[src/rtl/neuron_update_ctrl.sv]
// Timestep sequencer for a bank of membrane-potential registers.
// Optional refractory hold: define NEURON_REFRACTORY_EN.
module neuron_update_ctrl #(
   parameter int NUM_NEURONS  = 4,
   parameter int IDX_W        = $clog2(NUM_NEURONS),
   parameter int CNT_W        = $clog2(NUM_NEURONS + 1),
   parameter int REFRAC_STEPS = 2
) (
   input  logic                   clk,
   input  logic                   rst,
   input  logic                   tick,
   input  logic                   spike_in,
   output logic [IDX_W-1:0]       sel,
   output logic [NUM_NEURONS-1:0] en,
   output logic                   v_clr,
   output logic                   busy,
   output logic                   done,
   output logic [NUM_NEURONS-1:0] spike_vec,
   output logic [CNT_W-1:0]       spike_cnt,
   output logic                   overrun
);

   typedef enum logic [1:0] {
      IDLE,
      LOAD,
      WRITE,
      DONE
   } state_t;

   state_t                   state;
   state_t                   state_nxt;
   logic [IDX_W-1:0]         sel_nxt;
   logic [NUM_NEURONS-1:0]   acc;
   logic [NUM_NEURONS-1:0]   acc_nxt;
   logic                     last;
   logic                     hold;

   assign last = (sel == IDX_W'(NUM_NEURONS - 1));
   assign busy = (state != IDLE);

   function automatic logic [CNT_W-1:0] popcnt(
      input logic [NUM_NEURONS-1:0] v
   );
      logic [CNT_W-1:0] c;
      c = '0;
      for (int i = 0; i < NUM_NEURONS; i++)
         c = c + CNT_W'(v[i]);
      return c;
   endfunction

`ifdef NEURON_REFRACTORY_EN
   localparam int RW = $clog2(REFRAC_STEPS + 1);

   logic [RW-1:0] rcnt [NUM_NEURONS];

   assign hold = (rcnt[sel] != '0);

   // A held neuron burns one step of its refractory budget per visit
   always_ff @(posedge clk or negedge rst) begin
      if (!rst) begin
         for (int i = 0; i < NUM_NEURONS; i++)
            rcnt[i] <= '0;
      end else if (state == WRITE) begin
         if (hold)
            rcnt[sel] <= rcnt[sel] - 1'b1;
         else if (spike_in)
            rcnt[sel] <= RW'(REFRAC_STEPS);
      end
   end
`else
   logic unused_refrac;
   assign unused_refrac = REFRAC_STEPS[0];
   assign hold = 1'b0;
`endif

   always_comb begin
      state_nxt = state;
      sel_nxt   = sel;
      acc_nxt   = acc;
      en        = '0;
      v_clr     = 1'b0;
      done      = 1'b0;
      unique case (state)
         IDLE: begin
            if (tick) begin
               state_nxt = LOAD;
               sel_nxt   = '0;
               acc_nxt   = '0;
            end
         end
         LOAD: state_nxt = WRITE;
         WRITE: begin
            en[sel]      = 1'b1;
            v_clr        = spike_in | hold;
            acc_nxt[sel] = spike_in & ~hold;
            if (last) begin
               state_nxt = DONE;
            end else begin
               sel_nxt   = sel + 1'b1;
               state_nxt = LOAD;
            end
         end
         DONE: begin
            done      = 1'b1;
            state_nxt = IDLE;
            sel_nxt   = '0;
         end
         default: state_nxt = IDLE;
      endcase
   end

   always_ff @(posedge clk or negedge rst) begin
      if (!rst) begin
         state     <= IDLE;
         sel       <= '0;
         acc       <= '0;
         spike_vec <= '0;
         spike_cnt <= '0;
         overrun   <= 1'b0;
      end else begin
         state <= state_nxt;
         sel   <= sel_nxt;
         acc   <= acc_nxt;
         if (state == DONE) begin
            spike_vec <= acc;
            spike_cnt <= popcnt(acc);
         end
         if (tick && state != IDLE)
            overrun <= 1'b1;
      end
   end

endmodule
[config.mk]
export PLATFORM = sky130hd
export DESIGN_NAME = neuron_update_ctrl
export DESIGN_NICKNAME = d
export VERILOG_FILES = /design/src/rtl/neuron_update_ctrl.sv
export SDC_FILE = /design/constraint.sdc
export NUM_CORES = 1
export LEC_CHECK = 0
export ABC_AREA = 1
export CAP_MARGIN = 20
export CORE_MARGIN = 2
export CORE_UTILIZATION = 50
export DETAILED_ROUTE_END_ITERATION = 12
export GPL_TIMING_DRIVEN = 0
export PLACE_DENSITY = 0.85
export SLEW_MARGIN = 20
export SYNTH_ARGS = -nofsm -noshare
export SYNTH_HDL_FRONTEND = slang
export SYNTH_SLANG_ARGS = --single-unit
[constraint.sdc]
create_clock -name clk -period 2.7 [get_ports clk]
set_input_delay 0.81 -clock clk [delete_from_list [all_inputs] [get_ports clk]]
set_output_delay 0.81 -clock clk [all_outputs]
set_load 0.02 [all_outputs]
==> insert_results.sql <==
INSERT INTO impl_metrics (metric_group, metric, value, unit) VALUES
('run_status', 'outcome', 'finished clean', ''),
('floorplan', 'initial_core_utilization', '54.5', '%'),
('finish', 'final_layout_size_suffix_gt1_share', '13.7', '%'),
('timing', 'final_min_period_over_clock_period', '97.8', '%'),
('worst_setup_path', 'crit_path_start_kind', 'input port', ''),
('pwr', 'power-per-cell-area', '1110', 'mW/mm²'),
('place', 'gp_routability_congestion', '0.765', ''),
('timing', 'finalMaxSlewViolations', '0', ''),
('grt', 'grt_pass1_vias', '537', ''),
('logic_synthesis', 'yosys_warning_count', '0', ''),
('place', 'post-dp-hpwl', '1.07', 'mm'),
('worst_setup_path', 'register_to_register_path_depth', '7', ''),
('cts', 'cts.sinks', '16', ''),
('finish', 'final_common_cell', 'nand2_1', ''),
('worst_setup_path', 'timing.critical_path.arrival', '1830', 'ps'),
('cts', 'clock_insertion_delay_worst_skew', '270', 'ps'),
('place', 'port-buffer-count', '20', ''),
('worst_hold_path', 'hp-start', 'overrun', ''),
('floorplan', 'horizontal_extent_of_the_die', '44.8', 'µm'),
('route', 'num_vias', '650', ''),
('logic_synthesis', 'post_synth.cell_area_avg', '8.93', 'µm²'),
('worst_hold_path', 'whs_endpoint', 'overrun', ''),
('grt', 'grt_remaining_overflow', '0', ''),
('cts', 'cts_tree', 'done', ''),
('route', 'detailedRoute.firstPassIterationCount', '4', ''),
('grt', 'grt_start_max_net_pins', '17', ''),
('timing', 'postLayoutSetupSlackWorst', '59.8', 'ps'),
('floorplan', 'fp.dieH', '44.8', 'µm'),
('worst_hold_path', 'hold_path.class', 'reg2reg', ''),
('worst_setup_path', 'worstReg2RegStart', 'acc[0]', ''),
('cts', 'clock-root-buffer', 'clkbuf_4', ''),
('worst_hold_path', 'timing.hold.worst_path_depth', '1', ''),
('worst_setup_path', 'r2r_end', 'spike_cnt[1]', ''),
('cts', 'cts_inserted_buffers', '3', ''),
('worst_setup_path', 'critical_path.top_delay_family', 'buffers and inverters', ''),
('finish', 'finish.utilization', '71.4', '%'),
('route', 'routed_wirelength', '1.37', 'mm'),
('worst_setup_path', 'crit_path_max_fanout', '5', ''),
('place', 'placed_cell_area', '0.00105', 'mm²'),
('route', 'remaining_drc_errors', '0', ''),
('timing', 'timing.max_slew.rel_slack', '53.6', '%'),
('job', 'drv.max_cap_violation_count', '0', ''),
('timing', 'final-hold-violation-count', '0', ''),
('timing', 'timing.final.crit_period', '2640', 'ps'),
('route', 'drt-wirelength-per-cell', '10.3', 'µm'),
('worst_setup_path', 'worst_path_max_delay_cell', 'clkdlybuf4s50_1', ''),
('worst_setup_path', 'crit_buf_inv', '3', ''),
('floorplan', 'core_region_area', '0.00152', 'mm²'),
('timing', 'grt_setup_unrepaired', 'false', ''),
('route', 'detail-route-antenna-nets', '0', ''),
('grt', 'grt_first_pass_wirelength', '2.33', 'mm'),
('logic_synthesis', 'synth.net_count', '104', ''),
('route', 'drt-initial-drc-count', '13', ''),
('logic_synthesis', 'synth.ff_latch_count', '16', ''),
('cts', 'cts.clk_slew.worst_paths', '90', 'ps'),
('worst_setup_path', 'critical-path-max-stage-delay', '460', 'ps'),
('cts', 'cts_max_path_buffers', '2', ''),
('timing', 'timing.hold.ws', '468', 'ps'),
('timing', 'fmax', '379', 'MHz'),
('grt', 'grt_overall_usage', '16.1', '%'),
('grt', 'antenna_found_initial', '0', ''),
('floorplan', 'ios', '21', ''),
('worst_setup_path', 'reg2reg_slack', '1020', 'ps'),
('floorplan', 'floorplan.die_area', '0.00200', 'mm²'),
('finish', 'final_net_count', '129', ''),
('finish', 'layout.cells.most_common_list', 'nand2_1, clkdlybuf4s50_1, dfrtp_1', ''),
('timing', 'report.final.setup_viol', '0', ''),
('place', 'dp.cells', '129', ''),
('finish', 'num_antenna_cells', '0', ''),
('route', 'route.detailed.vias_per_inst', '4.89', ''),
('pwr', 'p_leak', '0.609', 'nW');
worst max-delay path by stage:
stage	depth (start not counted)	startpoint	slack, ps	to
after floorplan	2	spike_in	840	v_clr
after global placement	4	spike_in	-210	v_clr
after detailed placement	4	spike_in	-210	v_clr
after CTS	4	spike_in	50	v_clr
after global routing	5	sel[0]	30	en[0]
final	4	spike_in	60	v_clr
registers in the layout, indices dropped and copies added, names as in the netlist:
signal	cells
acc	4
overrun	1
sel	2
spike_cnt	3
spike_vec	4
state	2
synthesized netlist by cell type:
cell,count,area (µm²)
fa_1,1,20.0
nand3_2,1,10.0
buf_4,1,7.51
o21ai_0,1,5.00
dfrtp_1,16,400
buf_6,2,22.5
nand2_2,2,12.5
inv_2,2,7.51
nand3_1,8,40.0
o21ai_2,3,26.3
nand4_1,2,12.5
nor2_4,1,11.3
inv_1,14,52.6
ha_1,6,75.1
a21o_1,1,7.51
nand2_1,32,120
metrics by stage:
stage / power [mW] / setup TNS [ps]
2_1_floorplan: 0.815 / 0
3_3_place_gp: 1.05 / -214
3_5_place_dp: 1.06 / -213
4_1_cts: 1.22 / 0
5_1_grt: 1.30 / 0
6_report: 1.20 / 0
cells by family (layout without fill, tap and decap cells):
logic type	Yosys count	after routing	share of synthesized area, %
flip-flops	16	16	48.2
adder cells (fa/ha/maj)	7	7	11.4
buffers and inverters	19	43	10.8
AO/OA/AOI/OAI	5	5	4.67
AND/OR/NAND/NOR	46	46	24.8
final cells by class:
type	count	area [µm²]	share of cell area [%]
Tap cell	16	20.0	1.84
Timing Repair Buffer	20	201	18.5
Multi-Input combinational cell	58	340	31.3
Clock buffer	4	36.3	3.33
Inverter	16	60.1	5.52
Buffer	3	30.0	2.76
Sequential cell	16	400	36.8
routing by layer:
metal	up-vias	GRT usage, %	wire, µm	share of wire, %
met1	291	21.9	624	45
li1	336	-	-	-
met2	23	25.5	649	47
met3	0	3.60	100	7.3
met4	0	5.45	0	0
met5	-	0	0	0
power breakdown:
| part | switching, mW | leakage [nW] | internal (mW) |
|---|---|---|---|
| sequential | 0.0557 | 0.204 | 0.325 |
| clock | 0.0725 | 0.0210 | 0.0819 |
| combinational | 0.375 | 0.384 | 0.295 |
what timing repair did:
item,CTS,global route
gates resized for setup,1,1
endpoints found under the setup margin,1,1
hold buffers,0,0
buffers inserted,0,0
cloned,0,0
(Power assumes the default switching activity.)
==> edit 1, RTL diff (config.mk and constraints unchanged) <==
The option `NEURON_REFRACTORY_EN` is turned on by a define.
--- a/src/rtl/neuron_update_ctrl.sv
+++ b/src/rtl/neuron_update_ctrl.sv
@@ -2,2 +2,4 @@
 // Optional refractory hold: define NEURON_REFRACTORY_EN.
+`define NEURON_REFRACTORY_EN
+
 module neuron_update_ctrl #(
Function: same outputs for any inputs over 10 cycles, from zero or initial values and one cycle with rst low; that may be too few to reach the edited logic, so the function may still have changed.
==> edit 1 against the unedited design <==
Synthesized area up 62%. Sequential share of layout area down 1.7 points. Sequential cell count up 8. Total power up 67%. Synthesized cell count up 95%. Routed wire length rose to 2.6 times the old value. Final area up 58%. Largest cell class is now multi-input combinational cells. Highest routed layer is now met4. Setup slack worse by 58 ps. Hold slack worse by 38 ps. Final cell count up 80%. Combinational power up 78%. Sequential power up 44%.
==> edit 1: results (changes against the unedited design) <==
vias per cell=5.65 (+16%); clock latency on the worst-skew pair=340 ps (+70 ps); synth top area cells=dfrtp_1, nand2_1, nand3_1, ha_1, inv_1; clock slew at reported path FFs=150 ps (+60 ps); Placer Congestion=0.919 (+20%); htree depth=1 (unchanged); crit-path max cell delay=490 ps (+30 ps); Highest Signal Layer=met4; met2 routed WL=1.72 mm (+170%); leakage power=0.948 nW (+56%); Reg2Reg Capture Point=rcnt[1]; DR WL met3=337 um (+240%); FF-to-FF Start=sel[0]; sequential share of the synthesized area=0.445 (-0.0367); Nets=224 (+74%); largest registers=rcnt: 8 flops, acc: 4 flops, spike_vec: 4 flops; wire length on met1=1.33 mm (+110%); Max stage delay cell, worst path=dfrtp_2; Post-Syn Nets=194 (+87%); clock skew=8.82 ps (+8.14 ps); drt wl/cell=15.0 um (+46%); initial DRC count=77 (+64); vias in the first global route=1229 (+130%); Worst Path Arrival=1890 ps (+60 ps); outcome=finished clean; Worst Path Max Fanout=7 (+2); hpwl dp=2.25 mm (+110%); most common library cells after synthesis=nand2_1, dfrtp_1, inv_1, nand3_1, o21ai_0; Top Family by Delay on Critical Path=simple AND/OR/NAND/NOR gates; number of cells on the worst reg-to-reg path=10 (+3); fill count=203 (+59%); dpl ws=-442 ps (-229 ps); layout cells sized above 1=0.129 (-0.00818); DP Area=0.00159 sq mm (+51%); largest net degree at the start of global routing=25 (+8); first-pass GRT wire length=5.49 mm (+140%); GR Util All Layers=0.224 (+0.0628); reg-to-reg setup timing slack=880 ps (-140 ps); TritonCTS buffer count=3 (unchanged)
==> edit 1: cell types whose count changed after synthesis, sizes merged, moves of 8 or more <==
cell	change
o21ai	+9
dfrtp	+8
nand2	+34
nor2	+9
nand3	+15
inv	+9
==> edit 1: how the worst max path moves through the flow <==
stage	startpoint	end	slack, ps
floorplan	sel[0]	v_clr	310
global placement	spike_in	v_clr	-410
detailed placement	spike_in	v_clr	-440
CTS	sel[0]	v_clr	-30
global route	sel[0]	v_clr	-50
finish	sel[0]	v_clr	2
==> edit 1: area by class of cell <==
type | instances | area, sq um | area share
clock inverters | 1 | 30.0 | 0.0175
repair buffers | 25 | 225 | 0.131
multi-input cells | 129 | 688 | 0.401
clock buffers | 3 | 22.5 | 0.0131
well taps | 30 | 37.5 | 0.0218
inverters | 26 | 103 | 0.0597
flip-flops and latches | 24 | 603 | 0.351
plain buffers | 2 | 8.76 | 0.00510
==> edit 1: routing by layer <==
metal | vias up | GRT usage
met3 | 28 | 0.0349
met5 | - | 0
met1 | 612 | 0.279
met2 | 85 | 0.364
li1 | 631 | -
met4 | 0 | 0.139
==> edit 1: report_power, final <==
group / switching (W) / internal (W)
clock: 0.000123 / 0.000150
combinational: 0.000777 / 0.000418
sequential: 0.0000972 / 0.000452
total: 0.000996 / 0.00102
==> edit 1: cell families (layout without fill, tap and decap cells) <==
logic type	count (synthesis)	count (layout)	share of synthesized area
buf+inv	28	57	0.0798
compound gates	14	14	0.0538
simple gates	106	106	0.332
fa+ha+maj	9	9	0.0891
flops	24	24	0.445
==> edit 1: worst register-to-register path: stages, from the launching register on <==
cell     delay, ps
dfrtp_2        490
buf_4          160
nand2_1         60
nand3_1        130
nand2_4        150
ha_4           180
buf_2          220
o21ai_0        160
nand2_1        110
nand3_1         70
nand2_1         60
==> edit 1: repair_timing <==
item	CTS	global route
buffers inserted	2	3
pin swaps	0	2
gates resized for setup	17	9
setup endpoints to repair	5	1
==> edit 1: per-stage QoR <==
step | instances | utilization | hold WS, ps | power, W
floorplan | 181 | - | 442 | 0.00121
global placement | 231 | 0.629 | 459 | 0.00147
detailed placement | 231 | 0.629 | 464 | 0.00152
CTS | 237 | 0.659 | 497 | 0.00184
global route | 240 | 0.681 | 455 | 0.00216
finish | 240 | 0.681 | 431 | 0.00202
==> edit 2, RTL diff (same settings) <==
Without the edit above. Encoding of `state_t`: now one-hot (4 bits for 4 states).
--- a/src/rtl/neuron_update_ctrl.sv
+++ b/src/rtl/neuron_update_ctrl.sv
@@ -22,7 +22,7 @@
 
-   typedef enum logic [1:0] {
-      IDLE,
-      LOAD,
-      WRITE,
-      DONE
+   typedef enum logic [3:0] {
+      IDLE  = 4'b0001,
+      LOAD  = 4'b0010,
+      WRITE = 4'b0100,
+      DONE  = 4'b1000
    } state_t;
Formal check against the unedited RTL: no difference found for any inputs over 10 cycles, from zero or initial values and one cycle with rst low; not proved beyond that.
==> edit 2 against the unedited design <==
Via count up 14%. Setup slack gained 24 ps. Sequential cell count increased by 2. Fmax rose by 0.93%. Sequential share of layout area grew 0.65 points. Routed wire length grew 26%. Synthesized area up 11%. Final area grew 11%. Largest cell class unchanged.
Power is not compared: it rests on default switching activity, and its combinational part moved more than twofold at a synthesized area within 25%.
==> edit 2: results (changes against the unedited design) <==
outcome=finished clean; sequential share of the synthesized area=0.488 (+0.00591); Placer Congestion=0.827 (+8.0%); post-synthesis compound-gate area fraction=0.0554 (+0.00872); via count=743 (+14%); Adder-Cell Fraction of Synth Area=0.103 (-0.0118); Worst Path Arrival=1810 ps (-20 ps); leakage power=~0.69 nW; dpl ws=-219 ps (-5.91 ps); first-pass GRT wire length=2.84 mm (+22%); Tightest Pin Transition=781 ps (+87.9 ps); layout cells sized above 1=0.128 (-0.00893); Synth Area per Inst=8.57 sq um (-4.0%); clock latency on the worst-skew pair=300 ps (+30 ps); drt wl/cell=10.9 um (+6.0%); # port buffers=20 (unchanged); hpwl dp=1.34 mm (+26%); Post-Syn Nets=119 (+14%); Detailed Route WL=1.73 mm (+26%); Diodes inserted=0 (unchanged); ys flop type=dfrtp_1; largest registers=acc: 4 flops, spike_vec: 4 flops, state: 4 flops; TritonCTS buffer count=3 (unchanged); synth top area cells=dfrtp_1, nand2_1, ha_1, inv_1, nand3_1; mux share of post-synthesis cell area=0 (unchanged); clock skew=8.39 ps (+7.71 ps); Yosys cell types=18 (+2); Nets=145 (+12%); DP Area=0.00116 sq mm (+10%); GR Util All Layers=0.183 (+0.0214); most common library cells after synthesis=nand2_1, inv_1, dfrtp_1; Setup Buffers After CTS=0 (unchanged); clock slew at reported path FFs=90 ps (about the same); vias in the first global route=731 (+36%); initial DRC count=19 (+6); largest net degree at the start of global routing=19 (+2); Worst Path Max Fanout=3 (-2); Pre-antenna DRT Iters=4 (unchanged)
-- edit 2: area by class of cell --
cell class / instances / area [sq um]
Tap cell: 25 / 31.3
Timing Repair Buffer: 21 / 215
Inverter: 20 / 75.1
Clock buffer: 4 / 36.3
Multi-Input combinational cell: 68 / 383
Fill cell: 166 / 517
Buffer: 2 / 16.3
Sequential cell: 18 / 453
-- edit 2: per-layer routing --
metal	up-vias	track usage	routed length [um]
met5	-	0	0
met4	0	0.0667	31
met3	5	0.0346	64
met2	18	0.337	888
met1	344	0.208	746
li1	376	-	-
-- edit 2: final timing paths --
kind	slack (ps)	depth (start not counted)	endpoint	from
min	480	1	overrun	overrun
min in group asynchronous	960	1	spike_vec[3]	rst
max	80	4	v_clr	spike_in
min reg2reg	480	1	overrun	overrun
max reg2reg	1030	7	spike_cnt[1]	acc[0]
max in group asynchronous	1210	1	sel[0]	rst
